[src/rtl/bootrom_shadow_loader.sv]
// Boot ROM shadow loader.
// Copies the whole synchronous boot ROM into main RAM starting at RAM_BASE
// while holding the 6502 in reset, then releases the CPU a fixed number of
// cycles after the last RAM write is accepted. A restart pulse in DONE
// re-runs the copy.
module bootrom_shadow_loader #(
    parameter int                    ROM_ADDR_W  = 13,
    parameter int                    RAM_ADDR_W  = 16,
    parameter logic [RAM_ADDR_W-1:0] RAM_BASE    = 16'hE000,
    parameter int                    HOLD_CYCLES = 4
) (
    input  logic                  clk,
    input  logic                  rst_n,
    input  logic                  restart,
    output logic [ROM_ADDR_W-1:0] rom_addr,
    input  logic [7:0]            rom_data,
    output logic [RAM_ADDR_W-1:0] ram_addr,
    output logic [7:0]            ram_wdata,
    output logic                  ram_we,
    input  logic                  ram_ready,
    output logic                  cpu_reset_n,
    output logic                  busy,
    output logic                  done
);

    localparam int CNT_W = (HOLD_CYCLES < 1) ? 1 : $clog2(HOLD_CYCLES + 1);
    localparam logic [CNT_W-1:0]      HOLD_LAST = CNT_W'(HOLD_CYCLES - 1);
    localparam logic [ROM_ADDR_W-1:0] IDX_LAST  = '1;

    typedef enum logic [1:0] {
        PRIME = 2'd0,
        COPY  = 2'd1,
        HOLD  = 2'd2,
        DONE  = 2'd3
    } state_t;

    state_t                  state;
    logic [ROM_ADDR_W-1:0]   idx;
    logic [CNT_W-1:0]        hold_cnt;
    logic                    accept;

    // ram_we is high only in COPY, so this is the RAM handshake for the current byte
    assign accept    = ram_we & ram_ready;

    // rom_data always belongs to the registered idx, so it goes straight to RAM
    assign ram_wdata = rom_data;
    assign ram_addr  = RAM_BASE + RAM_ADDR_W'(idx);

    // Look one byte ahead on accept so the ROM latches the next byte on the same edge idx advances
    always_comb begin
        rom_addr = idx;
        if (state == COPY && accept && idx != IDX_LAST) begin
            rom_addr = idx + ROM_ADDR_W'(1);
        end
    end

    // Copy sequencer; control outputs are registered alongside the state so they never glitch on inputs
    always_ff @(posedge clk or negedge rst_n) begin
        if (!rst_n) begin
            state       <= PRIME;
            idx         <= '0;
            hold_cnt    <= '0;
            ram_we      <= 1'b0;
            cpu_reset_n <= 1'b0;
            busy        <= 1'b1;
            done        <= 1'b0;
        end else begin
            case (state)
                PRIME: begin
                    state  <= COPY;
                    ram_we <= 1'b1;
                end
                COPY: begin
                    if (accept) begin
                        if (idx == IDX_LAST) begin
                            // last byte: idx stays put, no wrap back to 0
                            state    <= HOLD;
                            ram_we   <= 1'b0;
                            hold_cnt <= '0;
                        end else begin
                            idx <= idx + ROM_ADDR_W'(1);
                        end
                    end
                end
                HOLD: begin
                    hold_cnt <= hold_cnt + CNT_W'(1);
                    if (hold_cnt == HOLD_LAST) begin
                        state       <= DONE;
                        cpu_reset_n <= 1'b1;
                        busy        <= 1'b0;
                        done        <= 1'b1;
                    end
                end
                DONE: begin
                    if (restart) begin
                        state       <= PRIME;
                        idx         <= '0;
                        cpu_reset_n <= 1'b0;
                        busy        <= 1'b1;
                        done        <= 1'b0;
                    end
                end
                default: begin
                    state <= PRIME;
                end
            endcase
        end
    end

endmodule

[config.mk]
export PLATFORM = sky130hd
export DESIGN_NAME = bootrom_shadow_loader
export DESIGN_NICKNAME = d
export VERILOG_FILES = /design/src/rtl/bootrom_shadow_loader.sv
export SDC_FILE = /design/constraint.sdc
export NUM_CORES = 1
export LEC_CHECK = 0
export CAP_MARGIN = 20
export CORE_MARGIN = 4
export CORE_UTILIZATION = 48
export CTS_BUF_LIST = sky130_fd_sc_hd__clkbuf_4 sky130_fd_sc_hd__clkbuf_8
export CTS_CLUSTER_SIZE = 30
export DETAILED_ROUTE_END_ITERATION = 10
export PLACE_DENSITY = 0.94
export RECOVER_POWER = 25
export SLEW_MARGIN = 0
export SYNTH_ARGS = -nofsm -noshare
export SYNTH_HDL_FRONTEND = slang
export SYNTH_SLANG_ARGS = --single-unit
[constraint.sdc]
create_clock -name clk -period 2.8 [get_ports clk]
set_input_delay 0.28 -clock clk [delete_from_list [all_inputs] [get_ports clk]]
set_output_delay 0.28 -clock clk [all_outputs]
set_load 0.01 [all_outputs]
* Word level (Yosys, flattened, before mapping) *
Index checks and enable logic that the tools add are counted.

word-level totals
  register bits = 21
  input port bits = 12
  output and inout bits = 41
  word-level logic and storage cells = 55

cells by class
  equal/unequal tests = 11
  bitwise logic cells = 1
  reductions and logical operators = 12
  add/subtract/negate cells = 3
  muxes and demuxes = 22

operator list
  cell                    count
  $mux 13                 4
  $pmux 13 s2             1
  $add 14x14->15 const A  1
  $add 13x1->13 const B   1
  $eq 13x13->1 const B    1
  $ne 13x13->1 const B    1
  $reduce_and 3->1        3
  $mux 2                  4
  $ne 2x2->1 const B      4
  $pmux 2 s4              1
  $reduce_and 4->1        2
  $reduce_bool 2->1       4
  $mux 1                  6
  $mux 3                  2
  $pmux 1 s2              3
  $pmux 3 s2              1
  $eq 2x2->1 const B      2
  $add 3x1->3 const B     1
  $eq 3x2->1 const B      1
  $eq 2x1->1 const B      1
  $logic_and 1x1->1       2
  $logic_not 2->1         1
  $ne 2x1->1 const B      1
  $and 1x1->1             1

* Logic depth before layout (Yosys ltp) *
Gate-level depths: netlist of run 1.

  depth in word-level cells = 4
  depth in mapped cells = 7
  depth with buffers taken out = 6

* Least setup slack after synthesis of run 1 *
No wires, ideal clock.

  kind = register to output
  start = reg idx[0]
  end = out rom_addr[1]
  data required time = 2,520 ps
  buffers on the path = 0
  stages on the path, launching flop included = 6
  arrival time = 1,957 ps
  slack = 563 ps
  cell sequence = dfrtp_1 -> ha_1 -> nand3_2 -> o41a_1 -> nand2_2 -> mux2_2

on the way
  cells in the longest elaborated chain, start to end = 3
  elaborated cells on any way between the ends = 4
  classes of those cells = add/sub: 1; eq/ne: 1; mux: 1; reduce/logical: 1

RTL lines
  what                                                                   line  source
  start: declaration                                                     38    logic [ROM_ADDR_W-1:0] idx;
  start signal: assignment                                               81    idx <= idx + ROM_ADDR_W'(1);
  parallel branches: the longest is 2 deep, another holds $add 13x1->13  -
  $mux 13 *                                                              52    if (state == COPY && accept && idx != IDX_LAST) begin
  end: declaration                                                       15    output logic [ROM_ADDR_W-1:0] rom_addr,

Mark *: on every way between the ends.

* Worst setup path in the final report of run 1 *
Same ends and word-level chain as after synthesis.

==> impl_metrics.yaml, run 1 <==
critical_path:
  required_ns: 2.52
  critPathKind: "flip-flop to primary output"
  max_stage_delay_ns: 0.48
  worstPathCellList: "ha_2 > nand3_4 > o41a_1 > nand2_2 > mux2_2 > clkdlybuf4s50_1"
  end_kind: "primary output"
  crit_family: "buffers and inverters"
  crit_fanout: 8
  path_buf_inv: 1
  arrival_ns: 2.50
  crit_slowest_cell: "clkdlybuf4s50_1"
  startpoint_type: "flip-flop"
detailed_routing:
  drt_wl_total_um: 4508
  first_pass_iters: 5
  first_iter_violations: 104
  drc: 0
  wl_per_cell_um: 16.45
  vias: 1657
  vias_per_cell: 6.047
  antenna_left: 0
layout:
  drive_gt1_frac: 0.2061
  final_cell_mix: "26 x clkdlybuf4s50_1, 17 x buf_4, 13 x nand2_1"
  area_growth_pct: 26.68
  fin_util: 0.6395
  final_common_cell: "clkdlybuf4s50_1"
  fin_nets: 249
  n_antenna_cell: 0
synthesis:
  async_reset_ff_frac: 1.000
  synth_edf_count: 0
  syn_area_um2: 1698
  yosysWarnings: 0
  netlist_instances: 198
  ys_ff_latch: 21
  synth_flop_cell: "dfrtp_1"
  avgSynthCellArea_um2: 8.575
  seq_area_frac_synth: 0.3102
  ys_types: 49
power:
  sequentialPowerShare: 0.447
  swShare: 0.3626
  clockPowerShare: 0.178
  p_int_uw: 609.6
  p_sw_uw: 346.8
  leakagePower_uw: 0.0009269
  peakVddDrop_v: 0.0003280
  p_per_area_nw_per_um2: 444.7
  pwr-share-comb: 0.375
timing:
  final_max_slew_viol_count: 0
  min_period_ns: 2.778
  slew_headroom: 0.2209
  fin_ws_ns: 0.02162
  finalSetupViolCount: 0
  rsz0062_at_grt: "yes"
  tightest_slew_ns: 1.169
  fmax_mhz: 359.9
  hold_viol_final: 0
  skew_ns: 0.01015
  finalCritPeriodShare: 0.9923
global_route:
  grt_max_degree: 23
  grt_pass1_vias: 1544
  grt_pass1_wl_um: 7307
  antenna_found_initial: 0
  grtUsageTotal: 0.2105
  gr-total-overflow: 0
floorplan:
  die-area_um2: 4553
  start_util: 0.5048
  coreArea_um2: 3363
  io_pins: 53
  die_y_um: 67.48
  num_rows: 21
  fp.dieW_um: 67.48
placement:
  gp_congestion: 0.8680
  preCtsSetupSlack_ns: 0.1386
  hpwl_um: 3112
  io_buffers: 33
cts:
  cts_hold_buf: 0
  cts_sinks: 21
  cts_made_buffers: 3
  clockBufferDepth: 2
  cts_tree: "yes"
  path_clk_slew_ns: 0.13
  root_buffer: "clkbuf_4"
  htree_levels: 1
  worstSkewPairLatency_ns: 0.32
outcome:
  status: "completed"
job:
  drv_cap: 0
hold_path:
  hold_class: "flip-flop to flip-flop"
## power by group through the flow
stage | Combinational, uW | Clock, uW | Sequential (uW)
floorplan | 207 | 0 | 391
global placement | 346 | 0 | 419
detailed placement | 350 | 0 | 421
CTS | 364 | 169 | 423
global route | 391 | 180 | 436
finish | 359 | 170 | 427
## registers in the layout, indices dropped and copies added (netlist names)
signal,count
state,2
hold_cnt,3
done,1
idx,13
busy,1
ram_we,1
## synth_stat cells, drive strengths merged (3+ instances only)
cell type	instances	area share
dfrtp	20	0.29
buf	17	0.069
nand2	14	0.032
nand3	13	0.041
a21oi	10	0.029
clkbuf	10	0.022
nor2	10	0.022
xnor2	10	0.052
o21ai	9	0.027
ha	8	0.059
inv	7	0.015
o31ai	7	0.031
o41ai	7	0.047
a31oi	5	0.018
or3	5	0.018
and3	4	0.015
nand2b	4	0.015
nor3	4	0.012
nand4	3	0.020
o211ai	3	0.013
## what timing repair did
action                                  4_1_cts  5_1_grt
cloned                                        0        0
setup buffers                                 2        5
endpoints found under the setup margin       13       13
pin swaps                                     2        2
gates resized for setup                      10       11
## cells by family after synthesis
| logic type | after synthesis | synth area share |
|---|---|---|
| AND/OR/NAND/NOR | 70 | 0.2344 |
| AO/OA/AOI/OAI | 50 | 0.2115 |
| buffers and inverters | 34 | 0.1069 |
| flip-flops | 21 | 0.3102 |
| XOR/XNOR | 11 | 0.05674 |
| adder cells (fa/ha/maj) | 8 | 0.05896 |
| multiplexers | 3 | 0.01916 |
| other | 1 | 0.002209 |
## final cells by class
| type | count | area [um^2] |
|---|---|---|
| tap | 46 | 57.56 |
| fill | 278 | 1212 |
| sequential | 21 | 538.0 |
| inverter | 7 | 26.28 |
| clock buffer | 4 | 30.03 |
| timing repair buffer | 51 | 476.7 |
| multi-input combinational | 145 | 1022 |
## worst reg2reg max path, stage by stage (launching register included)
cell and delay [ns]:
dfrtp_1 0.43, inv_1 0.11, ha_2 0.23, buf_4 0.20, nand2_1 0.08, nor4_1 0.58
buf_4 0.28, o31ai_1 0.08, o41ai_1 0.09
## through the flow
stage / TNS, ns / cell area [um^2] / hold WS (ns) / cells / total power (uW)
2_1_floorplan: 0 / 1705 / -0.01559 / 200 / 598.1
4_1_cts: 0 / 2090 / 0.2967 / 269 / 955.9
3_5_place_dp: 0 / 2021 / 0.5239 / 263 / 771.1
6_report: 0 / 2151 / 0.5435 / 274 / 956.4
3_3_place_gp: 0 / 2021 / 0.5040 / 263 / 765.0
5_1_grt: -0.08434 / 2151 / 0.5600 / 274 / 1007
## routing by layer
| layer | up-vias | share of wire | GRT usage |
|---|---|---|---|
| met5 | - | 0 | 0 |
| met4 | 0 | 0.0089 | 0.05570 |
| met3 | 5 | 0.081 | 0.03993 |
| met2 | 79 | 0.48 | 0.3390 |
| met1 | 801 | 0.43 | 0.2873 |
| li1 | 772 | - | - |
## final timing paths
check,slack [ns],startpoint,endpoint,cells after the start
max,0.02,idx[0]$_DFFE_PN0P_,rom_addr[1],6
min,0.54,done$_DFFE_PN0P_,done$_DFFE_PN0P_,2
max reg2reg,0.60,state[1]$_DFFE_PN0P_,idx[2]$_DFFE_PN0P_,8
min reg2reg,0.54,done$_DFFE_PN0P_,done$_DFFE_PN0P_,2
max in group asynchronous,1.33,rst_n,idx[10]$_DFFE_PN0P_,2
min in group asynchronous,0.69,rst_n,idx[5]$_DFFE_PN0P_,2
No activity file was read; power rests on OpenSTA's default activity.
==> run 2: changes to the inputs <==
--- a/config.mk
+++ b/config.mk
@@ -13,6 +13,7 @@
 export DETAILED_ROUTE_END_ITERATION = 10
 export PLACE_DENSITY = 0.94
 export RECOVER_POWER = 25
+export SETUP_SLACK_MARGIN = 0.05
 export SLEW_MARGIN = 0
 export SYNTH_ARGS = -nofsm -noshare
 export SYNTH_HDL_FRONTEND = slang
==> impl_metrics.yaml, run 2 (synthesis gave the netlist of run 1 again) <==
detailed_routing:
  first_pass_iters: 4
  top_layer: "met4"
  antenna_left: 0
  vias: 1728
  route.met2.wl_um: 2396
  vias_per_cell: 6.063
  drt_wl_total_um: 4876
  first_iter_violations: 125
  wl_met3_um: 377
  wl_met1_um: 2016
  drc: 0
  wl_per_cell_um: 17.11
timing:
  slew_headroom: 0.2118
  finalCritPeriodShare: 0.9531
  finalSetupViolCount: 0
  tightest_slew_ns: 1.182
  hold_viol_final: 0
  min_period_ns: 2.669
  setup_tns_ns: 0
  fin_ws_ns: 0.1315
  final_max_slew_viol_count: 0
  worst_hold_slack_ns: 0.5455
  fmax_mhz: 374.7
  skew_ns: 0.006837
  rsz0062_at_grt: "no"
power:
  power.total_uw: 1009
  p_per_area_nw_per_um2: 449.7
  leakagePower_uw: 0.001019
  peakVddDrop_v: 0.0003845
layout:
  final_cell_mix: "28 x buf_4, 22 x clkdlybuf4s50_1, 13 x nand2_1"
  fin_nets: 260
  final_common_cell: "buf_4"
  drive_gt1_frac: 0.2469
  regMostFlops: "idx"
  n_antenna_cell: 0
  reg_top3: "idx: 13 flops, hold_cnt: 3 flops, state: 2 flops"
  num-fill-cells: 265
  largest_register_ffs: 13
  finalInstanceArea_um2: 2245
  area_growth_pct: 32.20
hold_path:
  min-delay-start: "done$_DFFE_PN0P_"
  hold_class: "flip-flop to flip-flop"
placement:
  gp_congestion: 0.8680
  hpwl_um: 3112
  placed_area_um2: 2021
  preCtsSetupSlack_ns: 0.1386
  io_buffers: 33
critical_path:
  worstPathCellList: "ha_4 > nand3_4 > o41a_1 > nand2_2 > mux2_2 > clkdlybuf4s50_1"
  crit_family: "buffers and inverters"
  startpoint_type: "flip-flop"
  end_kind: "primary output"
  r2r-start: "state[1]$_DFFE_PN0P_"
  crit_slowest_cell: "clkdlybuf4s50_1"
  critPathKind: "flip-flop to primary output"
  reg2reg_setup_slack_ns: 0.58
  path_buf_inv: 1
  max_stage_delay_ns: 0.48
  startpoint: "idx[0]$_DFFE_PN0P_"
  arrival_ns: 2.39
  required_ns: 2.52
  crit_fanout: 8
cts:
  worstSkewPairLatency_ns: 0.32
  clockBufferDepth: 2
  htree_levels: 1
  cts_sinks: 21
  root_buffer: "clkbuf_4"
  path_clk_slew_ns: 0.13
  cts_tree: "yes"
  cts_made_buffers: 3
floorplan:
  coreArea_um2: 3363
  start_util: 0.5048
  die-area_um2: 4553
  num_rows: 21
  io_pins: 53
  die_y_um: 67.48
  fp.dieW_um: 67.48
global_route:
  grt_max_degree: 23
  antenna_found_initial: 0
  grt_pass1_vias: 1585
  grt_pass1_wl_um: 7728
  grtUsageTotal: 0.2220
  gr-total-overflow: 0
outcome:
  status: "completed"
job:
  drv_cap: 0
[run 2: changes by cell type in the layout (fill, tap and decap cells not counted), sizes merged]
cell and delta:
dlygate4sd2 +3, clkdlybuf4s50 -4, dlymetal6s2s +1, buf +11
[run 2: metal layers]
layer / track usage / up-vias
met4: 0.06582 / 0
li1: - / 796
met2: 0.3572 / 97
met1: 0.3010 / 820
met3: 0.04160 / 15
met5: 0 / -
[run 2: final cells by class]
class | count | area (um^2) | area share
clock buffer | 4 | 30.03 | 0.01338
multi-input combinational | 145 | 1033 | 0.4604
inverter | 7 | 26.28 | 0.01171
tap | 46 | 57.56 | 0.02564
sequential | 21 | 539.3 | 0.2402
timing repair buffer | 62 | 558.0 | 0.2486
[run 2: report_power, final]
| group | total (uW) | leakage (uW) | internal, uW | switching, uW |
|---|---|---|---|---|
| Clock | 169 | 0.0000184 | 65.6 | 104 |
| Sequential | 420 | 0.000228 | 342 | 78.3 |
| Combinational | 420 | 0.000773 | 237 | 183 |
| Total | 1010 | 0.00102 | 645 | 365 |
[run 2: tightest hold or removal path: stages, from the launching register on]
cell     delay [ns]
dfrtp_1        0.41
nand2_1        0.06
o21ai_0        0.05
[run 2: final timing paths]
path / end / cells past startpoint
hold / removal: done$_DFFE_PN0P_ / 2
hold reg to reg: done$_DFFE_PN0P_ / 2
max in group asynchronous: idx[10]$_DFFE_PN0P_ / 2
setup reg to reg: idx[3]$_DFFE_PN0P_ / 8
min in group asynchronous: idx[5]$_DFFE_PN0P_ / 2
setup / recovery: rom_addr[1] / 6
[run 2: metrics by stage]
step / util / std cells
4_1_cts: 0.6269 / 271
2_1_floorplan: - / 200
6_report: 0.6674 / 285
3_5_place_dp: 0.6008 / 263
5_1_grt: 0.6674 / 285
3_3_place_gp: 0.6008 / 263
[run 2: timing repair]
action / CTS / global route
setup endpoints to repair: 13 / 10
resized for setup: 15 / 13
pin swaps: 2 / 3
hold buffers: 0 / 0
buffers inserted: 4 / 14
==> run 3: changes to the inputs <==
--- a/config.mk
+++ b/config.mk
@@ -14,7 +14,7 @@
 export PLACE_DENSITY = 0.94
 export RECOVER_POWER = 25
 export SETUP_SLACK_MARGIN = 0.05
-export SLEW_MARGIN = 0
+export SLEW_MARGIN = 20
 export SYNTH_ARGS = -nofsm -noshare
 export SYNTH_HDL_FRONTEND = slang
 export SYNTH_SLANG_ARGS = --single-unit
==> results of run 3 <==
The final DEF is identical to that of run 2; final timing and power are the same.
